**src/rtl/i2c_pkg.sv**
```systemverilog
// rtl/i2c_pkg.sv - shared types and constants for the I2C master controller
package i2c_pkg;

  typedef enum logic [3:0] {
    IDLE,
    START,
    ADDR,
    ADDR_ACK,
    WDATA,
    WDATA_ACK,
    RDATA,
    RDATA_NACK,
    STOP,
    DONE
  } i2c_state_t;

  localparam logic [1:0] Q0 = 2'd0;
  localparam logic [1:0] Q1 = 2'd1;
  localparam logic [1:0] Q2 = 2'd2;
  localparam logic [1:0] Q3 = 2'd3;

  localparam int BITS_PER_BYTE = 8;

endpackage

```
**src/rtl/i2c_sync_2ff.sv**
```systemverilog
// rtl/i2c_sync_2ff.sv - two-flop synchronizer for a raw bus line, resets to the released level
module i2c_sync_2ff (
  input  logic clk,
  input  logic rst,
  input  logic d,
  output logic q
);

  logic meta;

  always_ff @(posedge clk or posedge rst) begin
    if (rst) begin
      meta <= 1'b1;
      q    <= 1'b1;
    end else begin
      meta <= d;
      q    <= meta;
    end
  end

endmodule

```
**src/rtl/i2c_master_ctrl.sv**
```systemverilog
// rtl/i2c_master_ctrl.sv - single-byte I2C master: START, addr/RW, one data byte, STOP
module i2c_master_ctrl #(
  parameter int CLK_DIV = 250
) (
  input  logic       clk,
  input  logic       rst,
  input  logic       cmd_valid,
  output logic       cmd_ready,
  input  logic [6:0] cmd_addr,
  input  logic       cmd_rw,
  input  logic [7:0] cmd_wdata,
  output logic       rsp_valid,
  output logic [7:0] rsp_rdata,
  output logic       rsp_nack,
  output logic       busy,
  input  logic       scl_i,
  input  logic       sda_i,
  output logic       scl_oe,
  output logic       sda_oe
);
  import i2c_pkg::*;

  localparam logic [15:0] TERM     = 16'(CLK_DIV - 1);
  localparam logic [2:0]  LAST_BIT = 3'(BITS_PER_BYTE - 1);

  i2c_state_t state, state_nxt;
  logic [1:0]  qtr;
  logic [15:0] tcnt;
  logic [2:0]  bit_cnt;
  logic [7:0]  tx_sr, rx_sr, wdata_q;
  logic        rw_q, nack_q;
  logic        scl_s, sda_s;
  logic        accept, tick_end, q_done, slot_done;

  i2c_sync_2ff u_scl_sync (.clk(clk), .rst(rst), .d(scl_i), .q(scl_s));
  i2c_sync_2ff u_sda_sync (.clk(clk), .rst(rst), .d(sda_i), .q(sda_s));

  assign accept    = (state == IDLE) && cmd_valid;
  assign tick_end  = (tcnt == TERM);
  assign slot_done = q_done && (qtr == Q3);

  // A quarter ends at terminal count unless a slave stretches SCL in q2
  // or the bus is not idle when a START is about to be issued.
  always_comb begin
    q_done = tick_end;
    if (qtr == Q2 && !scl_s) q_done = 1'b0;
    if (state == START && qtr == Q0 && !(scl_s && sda_s)) q_done = 1'b0;
  end

  always_ff @(posedge clk or posedge rst) begin
    if (rst) begin
      state     <= IDLE;
      qtr       <= Q0;
      tcnt      <= '0;
      bit_cnt   <= '0;
      tx_sr     <= '0;
      rx_sr     <= '0;
      wdata_q   <= '0;
      rw_q      <= 1'b0;
      nack_q    <= 1'b0;
      rsp_rdata <= '0;
      rsp_nack  <= 1'b0;
    end else begin
      state <= state_nxt;

      // The handshake cycle is counted as the first cycle of START q0.
      if (state == IDLE || state == DONE) begin
        qtr  <= Q0;
        tcnt <= accept ? 16'd1 : 16'd0;
      end else if (q_done) begin
        qtr  <= qtr + 2'd1;
        tcnt <= '0;
      end else if (!tick_end) begin
        tcnt <= tcnt + 16'd1;
      end

      if (accept) begin
        tx_sr   <= {cmd_addr, cmd_rw};
        wdata_q <= cmd_wdata;
        rw_q    <= cmd_rw;
        nack_q  <= 1'b0;
        bit_cnt <= '0;
      end

      if (slot_done) begin
        case (state)
          ADDR, WDATA, RDATA: begin
            bit_cnt <= bit_cnt + 3'd1;
            tx_sr   <= {tx_sr[6:0], 1'b0};
            rx_sr   <= {rx_sr[6:0], sda_s};
          end
          ADDR_ACK: begin
            nack_q <= sda_s;
            tx_sr  <= wdata_q;
          end
          WDATA_ACK: nack_q <= sda_s;
          STOP: begin
            rsp_nack  <= nack_q;
            rsp_rdata <= (rw_q && !nack_q) ? rx_sr : 8'h00;
          end
          default: ;
        endcase
      end
    end
  end

  always_comb begin
    state_nxt = state;
    scl_oe    = 1'b0;
    sda_oe    = 1'b0;
    case (state)
      IDLE: if (cmd_valid) state_nxt = START;
      START: begin
        sda_oe = (qtr >= Q2);
        if (slot_done) state_nxt = ADDR;
      end
      ADDR: begin
        scl_oe = (qtr < Q2);
        sda_oe = !tx_sr[7];
        if (slot_done && bit_cnt == LAST_BIT) state_nxt = ADDR_ACK;
      end
      ADDR_ACK: begin
        scl_oe = (qtr < Q2);
        if (slot_done) state_nxt = sda_s ? STOP : (rw_q ? RDATA : WDATA);
      end
      WDATA: begin
        scl_oe = (qtr < Q2);
        sda_oe = !tx_sr[7];
        if (slot_done && bit_cnt == LAST_BIT) state_nxt = WDATA_ACK;
      end
      WDATA_ACK: begin
        scl_oe = (qtr < Q2);
        if (slot_done) state_nxt = STOP;
      end
      RDATA: begin
        scl_oe = (qtr < Q2);
        if (slot_done && bit_cnt == LAST_BIT) state_nxt = RDATA_NACK;
      end
      RDATA_NACK: begin
        scl_oe = (qtr < Q2);
        if (slot_done) state_nxt = STOP;
      end
      STOP: begin
        scl_oe = (qtr < Q2);
        sda_oe = (qtr != Q3);
        if (slot_done) state_nxt = DONE;
      end
      DONE:    state_nxt = IDLE;
      default: state_nxt = IDLE;
    endcase
  end

  assign cmd_ready = (state == IDLE);
  assign busy      = (state != IDLE);
  assign rsp_valid = (state == DONE);

endmodule

```
**config.mk**
```make
export PLATFORM = sky130hd
export DESIGN_NAME = i2c_master_ctrl
export DESIGN_NICKNAME = d
export VERILOG_FILES = /design/src/rtl/i2c_pkg.sv /design/src/rtl/i2c_sync_2ff.sv /design/src/rtl/i2c_master_ctrl.sv
export SDC_FILE = /design/constraint.sdc
export NUM_CORES = 1
export LEC_CHECK = 0
export CELL_PAD_IN_SITES_DETAIL_PLACEMENT = 1
export CELL_PAD_IN_SITES_GLOBAL_PLACEMENT = 1
export CORE_MARGIN = 2
export CORE_UTILIZATION = 41
export CTS_CLUSTER_SIZE = 30
export DETAILED_ROUTE_END_ITERATION = 8
export GPL_ROUTABILITY_DRIVEN = 0
export PLACE_DENSITY_LB_ADDON = 0.3
export SETUP_SLACK_MARGIN = 0.15
export SYNTH_ARGS = -nofsm -noshare
export SYNTH_HDL_FRONTEND = slang
export SYNTH_SLANG_ARGS = --single-unit
export TNS_END_PERCENT = 1
```
**constraint.sdc**
```tcl
create_clock -name clk -period 2.1 [get_ports clk]
set_input_delay 0.42 -clock clk [delete_from_list [all_inputs] [get_ports clk]]
set_output_delay 0.42 -clock clk [all_outputs]
set_load 0.005 [all_outputs]
```
==> metrics, run 1 <==
worst hold path class=input pin to async pin; Crit path required time=2.35 ns; max_slew headroom=63.0%; Final setup viols=23; prevailing post-synth register cell=dfrtp_1; Worst Max-Slew Pin Slew=0.552 ns; hold_buf cts=0; # DRC=0; initial antenna violation count=0; Buffers on Ports=34; commonest non-fill, non-tap cell in the layout=dfrtp_1; Clock transition at path regs=0.09 ns; TritonCTS clock tree=yes; WL/cell=17.8 um; FF-to-FF End=tx_sr[1]; vias in the first global route=2711; Fin. Hold Viols=0; Tot GR Track Use=approximately a fifth; Worst setup endpoint=tx_sr[1]; initial core utilization=42.1%; Critical Path AT=2.45 ns; YS warnings=0; Worst R2R Setup Slack=-0.10 ns; post-synthesis sequential area ratio=49.9%; clock skew=0.0113 ns; CP startpoint=tcnt[1]; most frequent cells in the layout=dfrtp_1 (57), buf_4 (34), nand2_1 (31), clkdlybuf4s50_1 (30), nor2_1 (14); R2R cell count=9; post-DP HPWL=about 5600 um; DP Cell Count=445; vias per cell=5.31; fillcell total=just over 800; Cell variety after synth=53; total CTS buffers=9; clock power share=between 40 and 50%; pwr dens=567 mW/mm^2; final worst slack=-0.104 ns; number of nets in the layout=around 400; Max clock buf depth=2; EDFF count, synth=0; largest net degree at the start of global routing=32; NetSw=0.000591 W; gr ovfl total=0; Min Clock Period, post-route=2.20 ns; CP endpoint kind=register; Iter 0 DRT Violations=92; vias post-DR=2513; clk_lat worst skew=0.36 ns; Rows=32; failing checks=negative setup slack; ANT cells=0; syn avg cell area=11.4 sq um; RR Startpoint=tcnt[1]; core area=between 0.007 and 0.008 sq mm; Root Driver=clkbuf_8; FMAX=454 MHz; Ports=35; TritonRoute pass-1 iters=4; crit path max fanout=7; register bit total from synthesis=64; Die H=between 90 and 100 um; Final ANT Viol Nets=0; Die ar.=0.00858 sq mm; share of cells above drive strength 1=roughly 36%; area delta synth->final=39.9%; final wirelength=8400 um; Async SR Flop Fraction=between 90% and 100%; CP Launch Type=register; Cells after Synth=283; CTS H-tree depth=3; Max Cap Violations=0; net count after synthesis=311; Switching Fraction=a little under a quarter; CTS Sinks=64; Peak VDD IR=0.250 mV; post-route insts no fill=473; RSZ-0062 raised after global routing=true; Pleak=2.04 nW; critical path class=register to register; first-pass GRT wire length=13600 um; register share of total power=48.7%; status=complete, but fails checks; final core occ=58.9%; Gate power share=3.1%; Final Slew Violations=0; Synth Cell Area=between 0.003 and 0.004 sq mm; Die Span X=92.6 um; Internal=0.00196 W; period utilization=105%
[sequential cells by signal, summed over array words and instances, names as in the netlist]
register         count
rx_sr                8
rw_q                 1
tcnt                16
nack_q               1
wdata_q              8
u_scl_sync.q         1
u_sda_sync.q         1
u_sda_sync.meta      1
state                4
rsp_rdata            8
u_scl_sync.meta      1
bit_cnt              3
rsp_nack             1
qtr                  2
tx_sr                8
[how the worst min path moves through the flow]
stage,start,endpoint,slack [ns],cells after the start
after floorplan,u_scl_sync.meta,u_scl_sync.q,0.35,0
after global placement,u_scl_sync.meta,u_scl_sync.q,0.35,0
after detailed placement,u_sda_sync.meta,u_sda_sync.q,0.35,0
after CTS,rst,wdata_q[2],0.34,2
after global routing,rst,wdata_q[0],0.37,2
final,rst,wdata_q[2],0.33,2
[power by group through the flow]
stage | logic (W) | registers, W | clock network, W
floorplan | 0.0000251 | 0.00127 | 0
global placement | 0.0000805 | 0.00127 | 0
detailed placement | 0.0000807 | 0.00127 | 0
CTS | 0.0000830 | 0.00124 | 0.00125
global route | 0.0000884 | 0.00124 | 0.00131
finish | 0.0000803 | 0.00124 | 0.00123
[critical path, stage by stage (launching register included)]
cell       delay (ns)
dfrtp_1          0.39
inv_1            0.06
ha_1             0.14
nor4b_4          0.30
nand4_4          0.19
a2111oi_4        0.36
buf_6            0.18
clkbuf_16        0.16
nor3_1           0.06
a221o_1          0.25
[logic make-up (layout without fill, tap and decap cells)]
kind of cell,after synthesis,after routing,synth area share [%]
AND/OR/NAND/NOR,102,102,17.2
flip-flops,64,64,49.9
multiplexers,28,28,10.2
adder cells (fa/ha/maj),7,7,2.72
buffers and inverters,20,108,3.11
XOR/XNOR,15,15,4.08
AO/OA/AOI/OAI,47,47,12.8
[synthesized netlist by cell type, drive strengths merged (3+ instances only)]
cell type	instances	share of area [%]
dfrtp	60	47
nand2	31	3.6
nor2	27	3.1
mux2	18	7.1
o21ai	13	2.0
nor3	11	1.9
mux2i	10	3.1
inv	9	1.0
xnor2	8	2.2
a221o	7	2.2
ha	7	2.7
xor2	7	1.9
a21oi	6	0.93
clkbuf	6	0.70
buf	5	1.4
nand2b	5	0.97
nand4	5	1.4
and4	4	1.1
dfstp	4	3.3
nand3	4	0.62
and3	3	0.58
nand3b	3	0.70
[routing by layer]
| metal | GRT usage [%] | wire, um | vias up |
|---|---|---|---|
| li1 | - | - | 1186 |
| met1 | 25.4 | 3690 | 1281 |
| met2 | 36.2 | 4360 | 32 |
| met3 | 4.15 | 170 | 14 |
| met4 | 7.72 | 188 | 0 |
| met5 | 0 | 0 | - |
[what timing repair did]
| action | 4_1_cts | 5_1_grt |
|---|---|---|
| pin swaps | 23 | 21 |
| gates cloned | 0 | 2 |
| gates resized for setup | 52 | 19 |
| endpoints found under the setup margin | 55 | 55 |
| buffers inserted | 8 | 2 |
[per-stage QoR]
stage	setup TNS [ns]	setup slack [ns]	instance area [sq um]	total power, W	hold WS, ns
final	-1.45	-0.104	4500	0.00255	0.331
after detailed placement	-1.58	-0.0826	3950	0.00135	0.349
after floorplan	-0.604	-0.0861	3220	0.00129	0.345
after CTS	-1.32	-0.108	4380	0.00258	0.340
after global placement	0	0.00636	3950	0.00135	0.349
after global routing	-5.22	-0.231	4500	0.00264	0.366
[final cells by class]
cell class / instances / area [sq um] / area share, %
tap: 102 / 128 / 2.83
timing repair buffer: 83 / 830 / 18.4
inverter: 9 / 36.3 / 0.806
clock inverter: 7 / 103 / 2.28
sequential: 64 / 1610 / 35.8
clock buffer: 9 / 124 / 2.75
multi-input combinational: 199 / 1670 / 37.1
Note: power is estimated with default switching activity, not from simulation.
==> run 2: changes to the inputs <==
Settings changed: SKIP_CTS_REPAIR_TIMING set to 1.
==> run 2 against run 1 <==
The flow still finishes with violations (negative setup slack). Cell area shrank 0.53%. Via count up 0.44%. Highest routed layer unchanged. Final cell count up 0.21%. Worst setup slack got worse by 0.019 ns. Largest cell class unchanged. Critical path type unchanged. Utilization shrank 0.31 points. Clock power barely moved.
==> metrics, run 2 (synthesized netlist as in run 1, its figures left out) <==
RSZ-0062 raised after global routing=true; Die ar.=0.00858 sq mm (unchanged); Worst path slowest cell=dfrtp_2; CP bufs+invs=4 (+1); initial antenna violation count=0 (unchanged); pwr dens=571 mW/mm^2 (+0.62%); Fin. Hold Viols=0 (unchanged); largest net degree at the start of global routing=32 (unchanged); Worst Max-Slew Pin Slew=0.525 ns (-0.0270 ns); Final Slew Violations=0 (unchanged); critical path class=register to register; FMAX=450 MHz (-0.83%); Die H=92.6 um (unchanged); number of cells on the critical path=9 (unchanged); Pleak=2.07 nW (+1.1%); R2R cell count=9 (unchanged); Clock transition at path regs=0.09 ns (about the same); gr ovfl total=0 (unchanged); ANT cells=0 (unchanged); Rows=32 (unchanged); Crit path required time=2.34 ns (about the same); clk_lat worst skew=0.36 ns (about the same); max_slew headroom=64.8% (+1.8 points); # DRC=0 (unchanged); vias in the first global route=2602 (-4.0%); RR Startpoint=qtr[1]; Iter 0 DRT Violations=105 (+14%); Max clock buf depth=2 (unchanged); critical path's largest stage delay=0.43 ns (+0.04 ns); CP delay by family, top=compound AO/OA/AOI/OAI gates; Critical Path AT=2.46 ns (about the same); vias per cell=5.32 (+0.23%); Biggest register=tcnt; worst hold path class=input pin to async pin; WL/cell=17.6 um (-1.2%); CP endpoint kind=register; status=complete, but fails checks; Tot GR Track Use=20.1% (-0.66 points); final worst slack=-0.123 ns (-0.0185 ns); crit path max fanout=14 (+7); Tot Pwr=0.00256 W (about the same); total CTS buffers=9 (unchanged); FF-to-FF End=tx_sr[7]; failing checks=negative setup slack; TritonRoute pass-1 iters=4 (unchanged); period utilization=106% (+0.88 points); Final ANT Viol Nets=0 (unchanged); fillcell total=805 (-0.74%); CTS H-tree depth=3 (unchanged); Die Span X=92.6 um (unchanged); Final setup viols=24 (+4.3%); CTS Sinks=64 (unchanged); initial core utilization=42.1% (unchanged); Peak VDD IR=0.256 mV (+2.7%); most frequent cells in the layout=dfrtp_1 (56), buf_4 (38), nand2_1 (31), clkdlybuf4s50_1 (30), nor2_1 (14); CP startpoint=qtr[1]; Worst R2R Setup Slack=-0.12 ns (-0.02 ns); number of nets in the layout=395 (+0.25%); Ports=35 (unchanged); Worst setup endpoint=tx_sr[7]; area delta synth->final=39.1%; CP Launch Type=register; commonest non-fill, non-tap cell in the layout=dfrtp_1; post-DP HPWL=5600 um (unchanged); Root Driver=clkbuf_8; vias post-DR=2524 (+0.44%); first-pass GRT wire length=13300 um (-2.5%); hold slack=0.334 ns (+0.00311 ns); cell chain of the critical path=inv_2 > ha_4 > nand3b_1 > o41ai_4 > buf_4 > a2111oi_4 > buf_6 > clkbuf_16 > a221o_1; core area=0.00765 sq mm (unchanged); clock skew=0.0121 ns (+0.000800 ns); final wirelength=8320 um (-1.0%); Min Clock Period, post-route=2.22 ns (+0.0185 ns); TritonCTS clock tree=yes; Buffers on Ports=34 (unchanged); share of cells above drive strength 1=33.3% (-2.2 points); max reg flops=16 (unchanged); Max Cap Violations=0 (unchanged)
[run 2: per-stage QoR]
| step | instances | cell area (sq um) | setup WS, ns | setup TNS (ns) | util, % |
|---|---|---|---|---|---|
| floorplan | 283 | 3220 | -0.0861 | -0.604 | - |
| global placement | 445 | 3950 | 0.00636 | 0 | 51.6 |
| detailed placement | 445 | 3950 | -0.0826 | -1.58 | 51.6 |
| CTS | 461 | 4180 | -0.394 | -4.94 | 54.6 |
| global route | 474 | 4480 | -0.248 | -6.10 | 58.6 |
| finish | 474 | 4480 | -0.123 | -1.89 | 58.6 |
[run 2: how the worst min path moves through the flow]
stage	startpoint	to	slack (ns)
2_1_floorplan	u_scl_sync.meta	u_scl_sync.q	0.35
5_1_grt	u_scl_sync.meta	u_scl_sync.q	0.37
3_3_place_gp	u_scl_sync.meta	u_scl_sync.q	0.35
6_report	rst	tx_sr[2]	0.33
4_1_cts	rst	wdata_q[2]	0.34
3_5_place_dp	u_sda_sync.meta	u_sda_sync.q	0.35
[run 2: routing by layer]
layer / vias to the layer above / wire [um] / GRT usage, % / part of all wire (%)
met3: 13 / 215 / 4.15 / 2.6
met5: - / 0 / 0 / 0
met2: 38 / 4230 / 34.1 / 51
li1: 1189 / - / - / -
met1: 1284 / 3740 / 25.2 / 45
met4: 0 / 136 / 7.72 / 1.6
[run 2: worst register-to-register path: stages (launching register included)]
cell	delay [ns]
dfrtp_2	0.43
inv_2	0.07
ha_4	0.14
nand3b_1	0.15
o41ai_4	0.41
buf_4	0.18
a2111oi_4	0.06
buf_6	0.14
clkbuf_16	0.17
a221o_1	0.35
[run 2: report_power, final]
| part | switching (W) | internal (W) |
|---|---|---|
| Combinational | 0.0000361 | 0.0000453 |
| Sequential | 0.00000500 | 0.00124 |
| Clock | 0.000552 | 0.000680 |
[run 2: area by class of cell]
class / count / area, sq um / area share [%]
Clock inverter: 7 / 103 / 2.29
Timing Repair Buffer: 84 / 842 / 18.8
Sequential cell: 64 / 1610 / 36.0
Inverter: 9 / 33.8 / 0.754
Tap cell: 102 / 128 / 2.85
Multi-Input combinational cell: 199 / 1640 / 36.6
Clock buffer: 9 / 124 / 2.77
==> run 3: changes to the inputs <==
--- a/constraint.sdc
+++ b/constraint.sdc
@@ -3,2 +3,2 @@
 set_output_delay 0.42 -clock clk [all_outputs]
-set_load 0.005 [all_outputs]
+set_load 0.02 [all_outputs]
==> run 3 against run 2 <==
The flow still finishes with violations (negative setup slack). Combinational power decreased by 3.9%. First-iteration DRC count fell by 32%. Clock power hardly changed. Sequential share of layout area rose by 2.3 points.
==> metrics, run 3 (synthesized netlist as in run 1, its figures left out) <==
status=complete, but fails checks; failing checks=negative setup slack; vias post-DR=2406 (-4.7%); Ports=35 (unchanged); critical path class=register to register; CTS H-tree depth=3 (unchanged); share of cells above drive strength 1=26.9% (-6.4 points); # DRC=0 (unchanged); crit path max fanout=28 (+14); Die ar.=0.00858 sq mm (unchanged); Tot GR Track Use=19.2% (-0.87 points); TritonRoute pass-1 iters=4 (unchanged); total CTS buffers=9 (unchanged); vias in the first global route=2604 (+0.077%); Critical Path AT=2.38 ns (-0.08 ns); Max clock buf depth=2 (unchanged); final worst slack=-0.0514 ns (+0.0712 ns); Peak VDD IR=0.265 mV (+3.4%); Final Slew Violations=0 (unchanged); CTS Sinks=64 (unchanged); worst hold path class=register to register; ANT cells=0 (unchanged); Pleak=1.96 nW (-5.0%); RSZ-0062 raised after global routing=true; CP endpoint kind=register; final wirelength=7640 um (-8.2%); initial antenna violation count=0 (unchanged); WL/cell=16.5 um (-5.8%); Min Clock Period, post-route=2.15 ns (-0.0712 ns); Iter 0 DRT Violations=71 (-32%); pre-CTS WS=-0.133 ns (-0.0508 ns); core area=0.00765 sq mm (unchanged); Tot Pwr=0.00252 W (-1.3%); Rows=32 (unchanged); gr ovfl total=0 (unchanged); Die H=92.6 um (unchanged); pwr dens=600 mW/mm^2 (+5.1%); Max Cap Violations=0 (unchanged); max reg flops=16 (unchanged); setup_tns=-0.637 ns (+1.25 ns); max_slew headroom=63.8% (-1.1 points); Final ANT Viol Nets=0 (unchanged); Biggest register=tcnt; period utilization=102% (-3.4 points); number of nets in the layout=383 (-3.0%); Root Driver=clkbuf_8; Worst Max-Slew Pin Slew=0.541 ns (+0.0162 ns); first-pass GRT wire length=12700 um (-4.8%); area delta synth->final=30.6%; TritonCTS clock tree=yes; Crit path required time=2.33 ns (about the same); post-DP HPWL=5410 um (-3.4%); Buffers on Ports=34 (unchanged); CP Launch Type=register; most frequent cells in the layout=dfrtp_1 (57), buf_4 (32), nand2_1 (31), clkdlybuf4s50_1 (29), nor2_1 (26); Final setup viols=24 (unchanged); Clock transition at path regs=0.08 ns (about the same); Die Span X=92.6 um (unchanged); clock skew=0.0136 ns (+0.00151 ns); initial core utilization=42.1% (unchanged); commonest non-fill, non-tap cell in the layout=dfrtp_1; Fin. Hold Viols=0 (unchanged); final core occ=55.0% (-3.6 points); clk_lat worst skew=0.34 ns (-0.02 ns); largest net degree at the start of global routing=65 (+100%); vias per cell=5.21 (-2.2%); FMAX=465 MHz (+3.3%)
[run 3: metal layers]
layer  global-route usage [%]  vias to the layer above  wire, um
li1                         -                     1158         -
met1                     23.6                     1203      3350
met2                     32.7                       34      3970
met3                     3.99                       11       191
met4                     8.33                        0       125
met5                        0                        -         0
[run 3: path summary, 6_finish.rpt]
path,startpoint,endpoint,slack (ns),cells after the start
min in group asynchronous,rst,tcnt[8],0.46,3
worst max register to register,qtr[1],tx_sr[2],-0.05,7
worst min-delay path,u_scl_sync.meta,u_scl_sync.q,0.36,0
max in group asynchronous,rst,u_scl_sync.q,1.30,3
worst max-delay path,qtr[1],tx_sr[2],-0.05,7
worst min register to register,u_scl_sync.meta,u_scl_sync.q,0.36,0
[run 3: worst max-delay path: stages, from the launching register on]
cell,delay (ns)
dfrtp_1,0.41
buf_4,0.15
ha_1,0.23
a31o_4,0.26
a2111oi_4,0.40
buf_12,0.23
nor3_1,0.09
a221o_1,0.26
[run 3: cell type report]
type,instances,area (sq um)
inverter,9,33.8
multi-input combinational,199,1530
clock buffer,9,124
timing repair buffer,72,679
sequential,64,1610
tap,102,128
fill,823,3440
clock inverter,7,101
[run 3: per-stage QoR]
stage	hold WS, ns	instance area [sq um]	std cells
floorplan	0.345	3220	283
global placement	0.347	3950	445
detailed placement	0.350	3950	445
CTS	0.361	4170	461
global route	0.367	4210	462
finish	0.361	4210	462
[run 3: power by group]
part | leakage, nW | total [W] | internal, W | switching (W)
sequential | 0.835 | 0.00124 | 0.00124 | 0.00000448
combinational | 1.02 | 0.0000782 | 0.0000432 | 0.0000350
clock | 0.106 | 0.00120 | 0.000678 | 0.000523
